`src/rtl/id_ex_pipe_reg.sv`:
```
// ---------------------------------------------------------------------------
// id_ex_pipe_reg
//
// ID/EX pipeline register with integrated load-use hazard detection.
//
// Each clock it captures the decoded operands, register indices and control
// bits of the instruction in ID, and presents them to EX and to the
// forwarding unit. If the instruction in ID reads a register that a load
// currently in EX is about to write, the PC and IF/ID are held for one cycle
// and a bubble (all-zero entry) is inserted here. A branch/jump redirect
// (Flush_i) also inserts a bubble. Bubbles caused by load-use stalls are
// counted in a saturating counter.
//
// Ports
//   clk_i, rst_i          clock, synchronous active-high reset
//   Flush_i               squash the instruction entering ID/EX
//   ID_*                  decoded fields of the instruction in ID
//   ID_EX_*               registered copies of every ID_* field
//   Stall_o               load-use hazard: hold PC and IF/ID this cycle
//   PCWrite_o             PC write enable (inverse of Stall_o)
//   Bubble_Cnt_o          saturating count of stall bubbles
// ---------------------------------------------------------------------------
module id_ex_pipe_reg #(
  parameter int XLEN    = 32,
  parameter int RADDR_W = 5,
  parameter int CNT_W   = 16
) (
  input  logic               clk_i,
  input  logic               rst_i,
  input  logic               Flush_i,

  input  logic [RADDR_W-1:0] ID_RS1,
  input  logic [RADDR_W-1:0] ID_RS2,
  input  logic               ID_UseRS1,
  input  logic               ID_UseRS2,
  input  logic [RADDR_W-1:0] ID_RD,
  input  logic [XLEN-1:0]    ID_RS1_Data,
  input  logic [XLEN-1:0]    ID_RS2_Data,
  input  logic [XLEN-1:0]    ID_Imm,
  input  logic [9:0]         ID_Funct,
  input  logic [1:0]         ID_ALUOp,
  input  logic               ID_ALUSrc,
  input  logic               ID_RegWrite,
  input  logic               ID_MemtoReg,
  input  logic               ID_MemRead,
  input  logic               ID_MemWrite,

  output logic [RADDR_W-1:0] ID_EX_RS1,
  output logic [RADDR_W-1:0] ID_EX_RS2,
  output logic               ID_EX_UseRS1,
  output logic               ID_EX_UseRS2,
  output logic [RADDR_W-1:0] ID_EX_RD,
  output logic [XLEN-1:0]    ID_EX_RS1_Data,
  output logic [XLEN-1:0]    ID_EX_RS2_Data,
  output logic [XLEN-1:0]    ID_EX_Imm,
  output logic [9:0]         ID_EX_Funct,
  output logic [1:0]         ID_EX_ALUOp,
  output logic               ID_EX_ALUSrc,
  output logic               ID_EX_RegWrite,
  output logic               ID_EX_MemtoReg,
  output logic               ID_EX_MemRead,
  output logic               ID_EX_MemWrite,

  output logic               Stall_o,
  output logic               PCWrite_o,
  output logic [CNT_W-1:0]   Bubble_Cnt_o
);

  // One pipeline entry. Keeping it as a struct lets a bubble be written as a
  // single '0 and keeps the load path to one assignment.
  typedef struct packed {
    logic [RADDR_W-1:0] rs1;
    logic [RADDR_W-1:0] rs2;
    logic               use_rs1;
    logic               use_rs2;
    logic [RADDR_W-1:0] rd;
    logic [XLEN-1:0]    rs1_data;
    logic [XLEN-1:0]    rs2_data;
    logic [XLEN-1:0]    imm;
    logic [9:0]         funct;
    logic [1:0]         alu_op;
    logic               alu_src;
    logic               reg_write;
    logic               mem_to_reg;
    logic               mem_read;
    logic               mem_write;
  } entry_t;

  localparam logic [CNT_W-1:0] CNT_MAX = '1;

  entry_t           id_entry;
  entry_t           ex_q;
  logic             rs1_hit;
  logic             rs2_hit;
  logic             stall;
  logic             bubble;
  logic [CNT_W-1:0] bubble_cnt_q;

  // Gather the ID-stage fields into one entry.
  always_comb begin
    id_entry            = '0;
    id_entry.rs1        = ID_RS1;
    id_entry.rs2        = ID_RS2;
    id_entry.use_rs1    = ID_UseRS1;
    id_entry.use_rs2    = ID_UseRS2;
    id_entry.rd         = ID_RD;
    id_entry.rs1_data   = ID_RS1_Data;
    id_entry.rs2_data   = ID_RS2_Data;
    id_entry.imm        = ID_Imm;
    id_entry.funct      = ID_Funct;
    id_entry.alu_op     = ID_ALUOp;
    id_entry.alu_src    = ID_ALUSrc;
    id_entry.reg_write  = ID_RegWrite;
    id_entry.mem_to_reg = ID_MemtoReg;
    id_entry.mem_read   = ID_MemRead;
    id_entry.mem_write  = ID_MemWrite;
  end

  // Load-use hazard. A load to x0 never produces a value, so it can never
  // cause a stall. Only sources the ID instruction really reads are compared.
  assign rs1_hit = ID_UseRS1 && (ex_q.rd == ID_RS1);
  assign rs2_hit = ID_UseRS2 && (ex_q.rd == ID_RS2);
  assign stall   = ex_q.mem_read && (ex_q.rd != '0) && (rs1_hit || rs2_hit);

  // A stall clears mem_read in the inserted bubble, so the hazard disappears
  // on its own after exactly one cycle and the held instruction then loads.
  assign bubble  = Flush_i || stall;

  // NOTE: sequential state is written with non-blocking assignments so every
  // flop samples the pre-edge values of its neighbours.
  always_ff @(posedge clk_i) begin
    if (rst_i) begin
      ex_q <= '0;
    end else if (bubble) begin
      // Zeroing indices as well as control bits keeps the forwarding unit
      // from matching against a bubble.
      ex_q <= '0;
    end else begin
      ex_q <= id_entry;
    end
  end

  // Counts stall bubbles only (a flush coinciding with a stall still counts
  // once); holds at all-ones rather than wrapping.
  always_ff @(posedge clk_i) begin
    if (rst_i) begin
      bubble_cnt_q <= '0;
    end else if (stall && (bubble_cnt_q != CNT_MAX)) begin
      bubble_cnt_q <= bubble_cnt_q + 1'b1;
    end
  end

  assign ID_EX_RS1      = ex_q.rs1;
  assign ID_EX_RS2      = ex_q.rs2;
  assign ID_EX_UseRS1   = ex_q.use_rs1;
  assign ID_EX_UseRS2   = ex_q.use_rs2;
  assign ID_EX_RD       = ex_q.rd;
  assign ID_EX_RS1_Data = ex_q.rs1_data;
  assign ID_EX_RS2_Data = ex_q.rs2_data;
  assign ID_EX_Imm      = ex_q.imm;
  assign ID_EX_Funct    = ex_q.funct;
  assign ID_EX_ALUOp    = ex_q.alu_op;
  assign ID_EX_ALUSrc   = ex_q.alu_src;
  assign ID_EX_RegWrite = ex_q.reg_write;
  assign ID_EX_MemtoReg = ex_q.mem_to_reg;
  assign ID_EX_MemRead  = ex_q.mem_read;
  assign ID_EX_MemWrite = ex_q.mem_write;

  assign Stall_o        = stall;
  assign PCWrite_o      = !stall;
  assign Bubble_Cnt_o   = bubble_cnt_q;

endmodule

```
`config.mk`:
```
export PLATFORM = sky130hd
export DESIGN_NAME = id_ex_pipe_reg
export DESIGN_NICKNAME = d
export VERILOG_FILES = /design/src/rtl/id_ex_pipe_reg.sv
export SDC_FILE = /design/constraint.sdc
export NUM_CORES = 1
export LEC_CHECK = 0
export CORE_MARGIN = 3
export CORE_UTILIZATION = 25
export CTS_BUF_LIST = sky130_fd_sc_hd__clkbuf_16
export CTS_CLUSTER_DIAMETER = 100
export DETAILED_ROUTE_END_ITERATION = 10
export GPL_TIMING_DRIVEN = 0
export PLACE_DENSITY_LB_ADDON = 0.12
export SLEW_MARGIN = 25
export SYNTH_ARGS = -nofsm -noshare
export SYNTH_HDL_FRONTEND = slang
export SYNTH_SLANG_ARGS = --single-unit
```
`constraint.sdc`:
```
create_clock -name clk_i -period 4.6 [get_ports clk_i]
set_input_delay 0.92 -clock clk_i [delete_from_list [all_inputs] [get_ports clk_i]]
set_output_delay 0.92 -clock clk_i [all_outputs]
set_load 0.01 [all_outputs]
```
==> metrics <==
status finished clean; crit share post-route 90.2%; PwrDens around 370 mW/mm²; worst hold path type reg -> reg; antenna violations before repair 1; syn_nets 534; die width 140 µm; Buf/Inv on CP 3; Critical Path RT 3.68 ns; Worst Setup Start Kind input pin; measured slew at the worst slew-check pin 0.522 ns; die area 0.0197 mm²; Syn Area/Cell ~11 µm²; CORE AREA 0.0175 mm²; hold-fix buffers at CTS 0; Initial DRT Pass Iterations 6; Layout Skew about 0.010 ns; Period minus WS final 4.15 ns; DP HPWL about 11 mm; TritonCTS Buffers 17; drt drc 0; clk sink count 146; clock-pin slew on the worst setup and hold paths ~0.060 ns; Slew HR 64.9%; gp weighted congestion 0.841; Comb power frac 10.0%; Min Hold Slack roughly 0.51 ns; num rows 48; placed insts 905; crit-path max cell delay 0.55 ns; critical path fanouts, max 10; fraction of layout cells with a size suffix above 1 slightly above 7%; Synth Instances 400; final setup fails 0; Synth cell types 35; Finished Layout Cells between 900 and 1000; total number of vias slightly below 4000; Starting Density approximately 26%; CTS Buffer Depth 2; Port Buffers 280; Vias/cell between 4 and 5; n_diodes 0; clock share of power 45.8%; Setup Crit Path Kind in -> out; total wire length 14.4 mm; Layout area overhead 81.4%; sequential area share after synthesis 64.7%; CTS tree yes; critical path, cell by cell clkdlybuf4s50_1 > xor2_1 > nor4_1 > a32oi_1 > clkbuf_1 > nand2b_1 > clkdlybuf4s50_1; Root Driver clkbuf_16; Fin Setup TNS 0 ns; CP arrival roughly 3.2 ns; Max Fclk 0.241 GHz; first-pass GRT wire length 22.1 mm; Initial DRC Count about 130; Ys Warns 0; DR WL/cell around 15 µm; Post-DP Area 0.00760 mm²; crit end category output pin; clock latency on the worst-skew pair 0.41 ns; Post-CTS Setup Repair Bufs 0; total power around 3 mW; final hold vios 0; mapped cell area between 0.004 and 0.005 mm²; max-cap viol count 0; Final nets roughly 830; Final Instance Area roughly 0.0082 mm²; crit path max-delay cell type clkdlybuf4s50_1; Seq pwr share 44.2%; vias in the first global route 3965; Slew Viols, Final 0; die height 140 µm; Resized Gates After CTS 0; All-Layer GR Usage around 15%; RSZ-0062 raised after global routing no; io pins 281; post-layout worst setup margin 0.450 ns; Max VDD drop 0.232 mV; Top delay family on crit path buffers and inverters; Routed Antenna Nets 0; Crit path top cell by count clkdlybuf4s50_1; Finished Core Util 46.9%; internal power 2.36 mW; sw frac 21.3%; Overflow after GRT 0; P_leak between 3 and 4 nW; Post-Place Worst Slack 0.423 ns; flops & latches, synth roughly 150; largest net degree at the start of global routing 17; # H-tree levels 4; P_sw 637 µW
[layer usage]
layer / routed length [µm] / up-vias / track usage [%]
li1: - / 1905 / -
met1: 5510 / 1734 / 16.4
met2: 7150 / 189 / 24.7
met3: 1510 / 16 / 6.42
met4: 259 / 2 / 4.54
met5: 12 / - / 0
[cell families (layout without fill, tap and decap cells)]
| family | count (synthesis) | after routing | share of synthesized area (%) |
|---|---|---|---|
| and+or+nand+nor | 187 | 187 | 25.4 |
| xor gates and xnor gates | 10 | 10 | 1.94 |
| DFF | 146 | 146 | 64.7 |
| AOI/OAI and AO/OA | 30 | 30 | 4.32 |
| buffers and inverters | 22 | 334 | 2.33 |
| muxes | 4 | 4 | 0.997 |
| adders and majority gates | 1 | 1 | 0.277 |
[final cells by class]
type | count | area, µm²
timing repair buffer | 280 | 2800
clock inverter | 15 | 165
sequential | 146 | 2920
fill | 1611 | 9290
clock buffer | 17 | 425
inverter | 2 | 7.51
tap | 225 | 282
buffer | 20 | 97.6
multi-input combinational | 232 | 1490
[state kept, by name, summed over array words and instances, names as in the netlist, 5 cells and up]
signal	cells
ID_EX_RS2_Data	32
ID_EX_RS1	5
ID_EX_RS1_Data	32
Bubble_Cnt_o	16
ID_EX_Funct	10
ID_EX_Imm	32
ID_EX_RS2	5
ID_EX_RD	5
[path summary, 6_finish.rpt]
kind / startpoint / to / slack [ns] / depth (start not counted)
max: ID_RS2[1] / PCWrite_o / 0.45 / 7
min: Bubble_Cnt_o[15] / Bubble_Cnt_o[15] / 0.51 / 2
max reg2reg: ID_EX_RD[1] / Bubble_Cnt_o[4] / 2.47 / 6
min reg2reg: Bubble_Cnt_o[15] / Bubble_Cnt_o[15] / 0.51 / 2
[worst min-delay path, delay by kind of cell, from the launching register on]
kind            cells  cell delay, ns
flops               1            0.33
compound gates      2            0.12
[Yosys cell counts]
cell type | number | area [µm²]
a21oi_1 | 12 | 60.1
buf_2 | 12 | 60.1
or3_1 | 3 | 18.8
nand3_1 | 9 | 45.0
nand3b_1 | 1 | 7.51
nand4_1 | 2 | 12.5
nor2_1 | 7 | 26.3
nor2b_1 | 3 | 18.8
o21a_1 | 2 | 15.0
inv_1 | 2 | 7.51
nor3b_1 | 1 | 7.51
nand4b_1 | 1 | 8.76
or3b_2 | 1 | 8.76
o21ba_2 | 1 | 10.0
mux2_2 | 4 | 45.0
nor3_1 | 5 | 25.0
and3_1 | 1 | 6.26
o31a_1 | 1 | 8.76
xor2_1 | 8 | 70.1
a32oi_1 | 1 | 8.76
clkbuf_1 | 6 | 22.5
o21ai_2 | 2 | 17.5
ha_1 | 1 | 12.5
o31ai_1 | 8 | 60.1
xnor2_1 | 2 | 17.5
or4_1 | 9 | 67.6
buf_4 | 2 | 15.0
nand2b_1 | 1 | 6.26
nor4_1 | 3 | 18.8
o21ai_0 | 3 | 15.0
dfxtp_1 | 146 | 2920
nand2_1 | 5 | 18.8
or2_2 | 1 | 6.26
and2_1 | 131 | 820
and4_1 | 3 | 26.3
[cell usage in the layout, fill, tap and decap left out, types with 4 or more instances in the layout]
master	synthesis	final
and2_1	131	131
mux2_2	4	4
a21oi_1	12	12
nor2_1	7	7
clkbuf_1	6	6
nand3_1	9	9
clkbuf_16	0	17
or4_1	9	9
dfxtp_1	146	146
nand2_1	5	5
nor3_1	5	5
clkdlybuf4s50_1	0	280
o31ai_1	8	8
inv_1	2	4
xor2_1	8	8
buf_2	12	12
[power groups by stage]
| stage | registers, mW | logic (mW) | clock network, mW |
|---|---|---|---|
| 3_5_place_dp | 1.35 | 0.303 | 0 |
| 4_1_cts | 1.32 | 0.306 | 1.42 |
| 5_1_grt | 1.33 | 0.322 | 1.48 |
| 2_1_floorplan | 1.38 | 0.0544 | 0 |
| 3_3_place_gp | 1.35 | 0.301 | 0 |
| 6_report | 1.32 | 0.299 | 1.37 |
Power figures use the tool's default switching activity.
